**src/rtl/mesm6_useq.sv**
```systemverilog
// rtl/mesm6_useq.sv - MESM-6 microprogram sequencer
// Registered uop/upc with stall, dispatch, irq entry, call stack and loop counter.
module mesm6_useq #(
  parameter int UPC_BITS    = 8,
  parameter int UOP_BITS    = 64,
  parameter int NCOND       = 8,
  parameter int STACK_DEPTH = 4,
  parameter int CNT_BITS    = 8,
  parameter int RESET_ADDR  = 1,
  parameter int INT_ADDR    = 2
) (
  input  logic                               clk,
  input  logic                               reset,
  input  logic                               busy,
  output logic [UPC_BITS-1:0]                uop_rom_addr,
  input  logic [UOP_BITS-1:0]                uop_rom_data,
  output logic [UOP_BITS-1:0]                uop,
  output logic [UPC_BITS-1:0]                upc,
  input  logic [2:0]                         seq_op,
  input  logic [UPC_BITS-1:0]                seq_imm,
  input  logic [NCOND-1:0]                   cond_mask,
  input  logic                               cond_neg,
  input  logic [NCOND-1:0]                   cond_in,
  input  logic                               irq,
  input  logic [UPC_BITS-1:0]                decode_addr,
  output logic                               irq_taken,
  output logic                               stack_err,
  output logic [$clog2(STACK_DEPTH+1)-1:0]   sp
);

  localparam int SP_BITS  = $clog2(STACK_DEPTH + 1);
  localparam int IDX_BITS = (STACK_DEPTH > 1) ? $clog2(STACK_DEPTH) : 1;

  localparam logic [2:0] OP_JUMP   = 3'd1;
  localparam logic [2:0] OP_CALL   = 3'd2;
  localparam logic [2:0] OP_RET    = 3'd3;
  localparam logic [2:0] OP_DECODE = 3'd4;
  localparam logic [2:0] OP_LDCNT  = 3'd5;
  localparam logic [2:0] OP_LOOP   = 3'd6;

  localparam logic [UPC_BITS-1:0] RESET_PC  = UPC_BITS'(RESET_ADDR);
  localparam logic [UPC_BITS-1:0] RESET_UPC = UPC_BITS'(RESET_ADDR - 1);
  localparam logic [UPC_BITS-1:0] INT_PC    = UPC_BITS'(INT_ADDR);
  localparam logic [SP_BITS-1:0]  SP_FULL   = SP_BITS'(STACK_DEPTH);

  logic [UPC_BITS-1:0] upc_q;
  logic [UPC_BITS-1:0] upc_next;
  logic [UPC_BITS-1:0] upc_inc;
  logic [UOP_BITS-1:0] uop_q;
  logic [SP_BITS-1:0]  sp_q;
  logic [SP_BITS-1:0]  sp_next;
  logic [CNT_BITS-1:0] cnt_q;
  logic [CNT_BITS-1:0] cnt_next;
  logic                err_q;
  logic                err_set;
  logic                push;
  logic                cond;
  logic [IDX_BITS-1:0] push_idx;
  logic [IDX_BITS-1:0] top_idx;
  logic [UPC_BITS-1:0] stack_mem [STACK_DEPTH];

  assign upc_inc  = upc_q + UPC_BITS'(1);
  assign cond     = (cond_mask == '0) ? 1'b1 : ((|(cond_mask & cond_in)) ^ cond_neg);
  assign push_idx = IDX_BITS'(sp_q);
  assign top_idx  = IDX_BITS'(sp_q - SP_BITS'(1));

  always_comb begin
    upc_next  = upc_inc;
    sp_next   = sp_q;
    cnt_next  = cnt_q;
    push      = 1'b0;
    err_set   = 1'b0;
    irq_taken = 1'b0;
    if (reset) begin
      upc_next = RESET_PC;
    end else if (busy) begin
      upc_next = upc_q;
    end else begin
      case (seq_op)
        OP_JUMP: if (cond) upc_next = seq_imm;
        OP_CALL: begin
          if (cond) begin
            upc_next = seq_imm;
            // A full stack still takes the jump; only the return address is lost.
            if (sp_q == SP_FULL) begin
              err_set = 1'b1;
            end else begin
              push    = 1'b1;
              sp_next = sp_q + SP_BITS'(1);
            end
          end
        end
        OP_RET: begin
          if (cond) begin
            if (sp_q == '0) begin
              err_set = 1'b1;
            end else begin
              sp_next  = sp_q - SP_BITS'(1);
              upc_next = stack_mem[top_idx];
            end
          end
        end
        OP_DECODE: begin
          upc_next  = irq ? INT_PC : decode_addr;
          irq_taken = irq;
        end
        OP_LDCNT: cnt_next = seq_imm[CNT_BITS-1:0];
        OP_LOOP: begin
          if (cnt_q != '0) begin
            cnt_next = cnt_q - CNT_BITS'(1);
            upc_next = seq_imm;
          end
        end
        default: ;
      endcase
    end
  end

  always_ff @(posedge clk) begin
    if (reset) begin
      upc_q <= RESET_UPC;
      uop_q <= '0;
      sp_q  <= '0;
      cnt_q <= '0;
      err_q <= 1'b0;
    end else if (!busy) begin
      upc_q <= upc_next;
      uop_q <= uop_rom_data;
      sp_q  <= sp_next;
      cnt_q <= cnt_next;
      if (err_set) err_q <= 1'b1;
    end
  end

  // Push is already gated by reset and busy in the decode above.
  always_ff @(posedge clk) begin
    if (push) stack_mem[push_idx] <= upc_inc;
  end

  assign uop_rom_addr = upc_next;
  assign uop          = uop_q;
  assign upc          = upc_q;
  assign sp           = sp_q;
  assign stack_err    = err_q;

endmodule

```
**config.mk**
```make
export PLATFORM = sky130hd
export DESIGN_NAME = mesm6_useq
export DESIGN_NICKNAME = d
export VERILOG_FILES = /design/src/rtl/mesm6_useq.sv
export SDC_FILE = /design/constraint.sdc
export NUM_CORES = 1
export LEC_CHECK = 0
export ABC_CLOCK_PERIOD_IN_PS = 8100
export BUFFER_PORTS_ARGS = -buffer_cell sky130_fd_sc_hd__buf_2
export CORE_MARGIN = 2
export CORE_UTILIZATION = 33
export DETAILED_ROUTE_END_ITERATION = 6
export PLACE_DENSITY = 0.59
export REMOVE_ABC_BUFFERS = 1
export SKIP_LAST_GASP = 1
export SLEW_MARGIN = 30
export SYNTH_ARGS = -nofsm -noshare
export SYNTH_HDL_FRONTEND = slang
export SYNTH_SLANG_ARGS = --single-unit
```
**constraint.sdc**
```tcl
create_clock -name clk -period 8.1 [get_ports clk]
set_input_delay 1.215 -clock clk [delete_from_list [all_inputs] [get_ports clk]]
set_output_delay 1.215 -clock clk [all_outputs]
set_load 0.01 [all_outputs]
```
# == After elaboration in Yosys (flattened, before gate mapping) ==
# Memory sizes are Yosys's and may differ from the RTL's.
# Index checks and enable logic that the tools add are counted.
# word_totals
ramBits,32
input_bits,104
ff_bits,84
memories,1
# classes
n_mux,33
addsub,4
n_reduce_logical,10
bitwise_logic,3
eq_ne,12
# memory_table
name,words,width,read_ports,rd_ports_with_merged_regs,write_ports,line_no,source
stack_mem,4,8,1,0,1,60,logic [UPC_BITS-1:0] stack_mem [STACK_DEPTH];
# ops
cell,n
8-bit 2-to-1 mux,8
8-bit one-hot mux with 4 select lines,1
1-bit 2-to-1 mux,17
8-bit one-hot mux with 2 select lines,1
"3-bit == test, second input constant",4
3-bit 2-to-1 mux,4
"2-bit inequality test, second input constant",5
"8-bit by 1-bit adder with 8-bit output, second input constant",1
8-bit AND,1
8-bit logical NOT,1
8-bit nonzero test,1
8-bit OR reduction,1
"8-bit by 1-bit subtractor with 8-bit output, second input constant",1
"3-bit by 2-bit == test with 1-bit output, second input constant",2
3-bit one-hot mux with 2 select lines,1
6-bit AND reduction,1
2-bit nonzero test,2
"3-bit by 1-bit adder with 3-bit output, second input constant",1
"3-bit by 1-bit == test with 1-bit output, second input constant",1
3-bit logical NOT,1
3-bit AND reduction,1
"3-bit by 1-bit subtractor with 3-bit output, second input constant",1
1-bit one-hot mux with 2 select lines,1
2-bit AND reduction,1
other kinds (3),3

# == Logic depth before layout (Yosys ltp) ==
# depth
word_depth,10
depth_mapped,10
depth_no_buf,8

# == Worst setup path before layout ==
# No wires, ideal clock.
# synth_path
path_type,input-to-output
start,input port cond_mask[6]
end,output port uop_rom_addr[6]
arrival_time_ns,2.666
path_slack_ns,4.219
stages,7
path_cell_list,a22oi_1 > and4_1 > mux2_4 > buf_6 > o21ai_1 > a21oi_1 > a221oi_1
# synth_between
elab_chain_len,8
word_cells_on_any_way,10
cone_classes,mux (6); bitwise (2); reduce/logical (2)
# synth_rtl
item,line_no,source
from (decl),21,"input logic [NCOND-1:0] cond_mask,"
8-bit AND,63,assign cond = (cond_mask == '0) ? 1'b1 : ((|(cond_mask & cond_in)) ^ cond_neg);
8-bit OR reduction,63,
1-bit XOR,63,
1-bit 2-to-1 mux (*),63,
"8-bit 2-to-1 mux, on equally long branches","94, 80, 82",
8-bit one-hot mux with 4 select lines (*),79,case (seq_op)
8-bit 2-to-1 mux (*),76,end else if (busy) begin
8-bit 2-to-1 mux (*),74,if (reset) begin
to (decl),15,"output logic [UPC_BITS-1:0] uop_rom_addr,"
# Every way passes the cells marked *; elsewhere a longest branch is shown, timed or not.

# == Worst setup path after layout ==
# layout_path
start,register sp_q[0] (netlist: sp[0])
end,output port uop_rom_addr[6]
# layout_between
elab_chain_len,7
word_cells_on_any_way,8
cone_classes,add/sub (1); mux (5); reduce/logical (1); memory (1)
# layout_rtl
item,line_no,source
from (decl),50,logic [SP_BITS-1:0] sp_q;
from (signal assigned),129,sp_q <= sp_next;
3-bit by 1-bit subtractor with 3-bit output,-,
memory 4 x 8 bit,-,
8-bit 2-to-1 mux (*),95,if (sp_q == '0) begin
8-bit 2-to-1 mux (*),94,if (cond) begin
8-bit one-hot mux with 4 select lines (*),79,
8-bit 2-to-1 mux (*),76,
8-bit 2-to-1 mux (*),74,
# Marked as above.

==> flow_metrics.tcl <==
set metrics [dict create \
    grt_pass1_wl_um 24300 \
    final_common_cell "buf_2" \
    grt_util_all_layers 0.1769 \
    fp.dieH_um 132.0 \
    layout_setup_ws_ns 3.416 \
    synth_area_sq_um 5405 \
    hold_violations 0 \
    start_kind "register" \
    reg2reg_slack_ns 5.11 \
    avgSynthCellArea_sq_um 10.60 \
    min_path_type "reg -> reg" \
    finalCriticalPeriod_ns 4.684 \
    grtUsageMet2 0.2726 \
    die_area_sq_um 17420 \
    syn_inst 510 \
    required_ns 6.88 \
    cp_cell_sequence "inv_1, ha_1, nand2b_1, nor2b_1, a22oi_1, a21bo_2, a221oi_1, buf_2" \
    ctsResizeCount 0 \
    setup_viol 0 \
    h-tree-depth 4 \
    grt_pass1_vias 4621 \
    status "finished, violations left" \
    rsz0062_at_grt "false" \
    gp_congestion 0.8662 \
    fin_cells 917 \
    clock_latency_ns 0.41 \
    finClkSkew_ns 0.01156 \
    portBuffers 188 \
    clock_path_buffers 2 \
    regArea_sq_um 2643 \
    cts_hold_buf 0 \
    synth_top_area_cell "dfxtp_1" \
    fp.coreArea_sq_um 15940 \
    final_cell_mix "187 x buf_2, 99 x nor2_1, 84 x dfxtp_1" \
    synth_top_area_frac 0.3111 \
    cts.reportedPaths.clkPinSlew_ns 0.05 \
    areaGrowthSynthToFinish_pct 32.34 \
    vias 4623 \
    yosys_warnings 0 \
    routed_via_density 5.041 \
    place_hpwl_um 10970 \
    multi_input_area_sq_um 2549 \
    use_met1 0.2203 \
    yosys-top-cells-area "dfxtp_1 31%, edfxtp_1 18%, mux2i_1 13%" \
    critical_path_class "reg -> out" \
    drtIter0Drc 256 \
    wl_per_cell_um 16.77 \
    placed_cells 885 \
    ys.flop_type "dfxtp_1" \
    post-route-drc-count 17 \
    worst_setup_path_end_kind "output pin" \
    start_util 0.3390 \
    power.leakage_nw 3.258 \
    fin_crit_sh 0.5782 \
    die_w_um 132.0 \
    drive_above_1_share 0.3638 \
    io_pins 189 \
    overflow 0 \
    ir_drop_uv 153.6 \
    first_pass_iters 7 \
    cts_setup_buffers 0 \
    cts_tree "built" \
    cts_buffers 17 \
    pre_cts_ws_ns 3.743 \
    synth.distinct_cells 63 \
    grt_max_degree 85 \
    cp.arrival_ns 3.47 \
    synthArstFlopShare 0 \
    tns_ns 0 \
    relSlewSlack 0.3932 \
    wirelength_um 15380 \
    slowest_delay_ns 0.82 \
    power_w 0.001678 \
    finalNetCount 799 \
    slowest_stage "dfxtp_1" \
    grt.busiest_layer "met2" \
    synth-seq-cells 116 \
    fillCellCount 1539 \
    grt_use_met3 0.07536 \
    clock-root-buffer "clkbuf_16" \
    rows 46 \
    drv_slew 0 \
    critical_path.max_fanout 13 \
    worst_slew_pin_slew_ns 0.9102 \
    synth_edf_count 32 \
    violations "DRC" \
    ant_nets 0 \
    cap_violations 0 \
    fmax_mhz 213.5 \
    clock-sinks 116 \
    antenna_cells 0 \
    ys_seq_area_frac 0.4889 \
    cellPowerDensity_nw_per_um2 234.6 \
    grt_antenna_before_repair 0 \
]
-- metal layers --
| layer | vias up | share of wire |
|---|---|---|
| li1 | 2199 | - |
| met1 | 2174 | 0.43 |
| met2 | 223 | 0.45 |
| met3 | 27 | 0.098 |
| met4 | 0 | 0.021 |
| met5 | - | 0 |
-- registers in the layout, indices dropped and copies added (netlist names) --
register / flops
stack_mem: 32
stack_err: 1
uop: 64
upc: 8
sp: 3
cnt_q: 8
-- worst paths after layout --
| check | from | to | cells after the start |
|---|---|---|---|
| min reg2reg | uop[24] | uop[24] | 2 |
| min | uop[24] | uop[24] | 2 |
| max | sp[0] | uop_rom_addr[6] | 8 |
| max reg2reg | sp[0] | upc[6] | 7 |
-- through the flow --
stage / util / hold WS (ns) / area (sq um)
5_1_grt: 0.4487 / 0.5226 / 7153
6_report: 0.4487 / 0.4829 / 7153
3_5_place_dp: 0.4067 / 0.4770 / 6484
3_3_place_gp: 0.4067 / 0.4684 / 6484
2_1_floorplan: - / 0.4815 / 5248
4_1_cts: 0.4484 / 0.4903 / 7149
-- critical path: cells and delay by family, from the launching register on --
kind	cells	cell delay [ns]
buffers and inverters	2	0.39
adders and majority gates	1	0.34
AOI/OAI and AO/OA	3	0.70
DFF	1	0.82
and+or+nand+nor	2	0.80
-- synthesized netlist by cell type, types with 3 or more instances --
cell type and instances:
o221a_2 4, a211oi_1 5, dfxtp_1 84, o221ai_1 3
inv_1 14, nor2_1 99, edfxtp_1 32, buf_2 12
clkbuf_1 13, and2_1 4, ha_1 7, a31oi_1 5
a22oi_1 15, mux2i_1 68, nand3_1 6, nor3_1 3
nand2b_1 9, xnor2_1 7, nand2_1 12, a21oi_1 19
o21ai_0 19, mux4_2 8, xor2_1 5, a221oi_1 5
buf_4 4
-- where the power goes --
group | leakage, nW | total, W | switching [W] | internal [W]
sequential | 0.987 | 0.000642 | 0.0000190 | 0.000623
clock | 0.328 | 0.000824 | 0.000263 | 0.000561
combinational | 1.94 | 0.000212 | 0.000119 | 0.0000925
-- kinds of logic after synthesis --
logic type / after synthesis / synth area share
xor gates and xnor gates: 12 / 0.01944
buffers and inverters: 47 / 0.03958
and+or+nand+nor: 152 / 0.1354
DFF: 116 / 0.4889
adders and majority gates: 7 / 0.01620
muxes: 81 / 0.1711
AOI/OAI and AO/OA: 95 / 0.1294
-- final cells by class --
type,instances,area share
flip-flops and latches,116,0.3694
multi-input cells,347,0.3563
repair buffers,191,0.1356
clock buffers,28,0.08274
well taps,216,0.03778
clock inverters,4,0.01032
inverters,15,0.007871
Note: power is estimated with default switching activity, not from simulation.
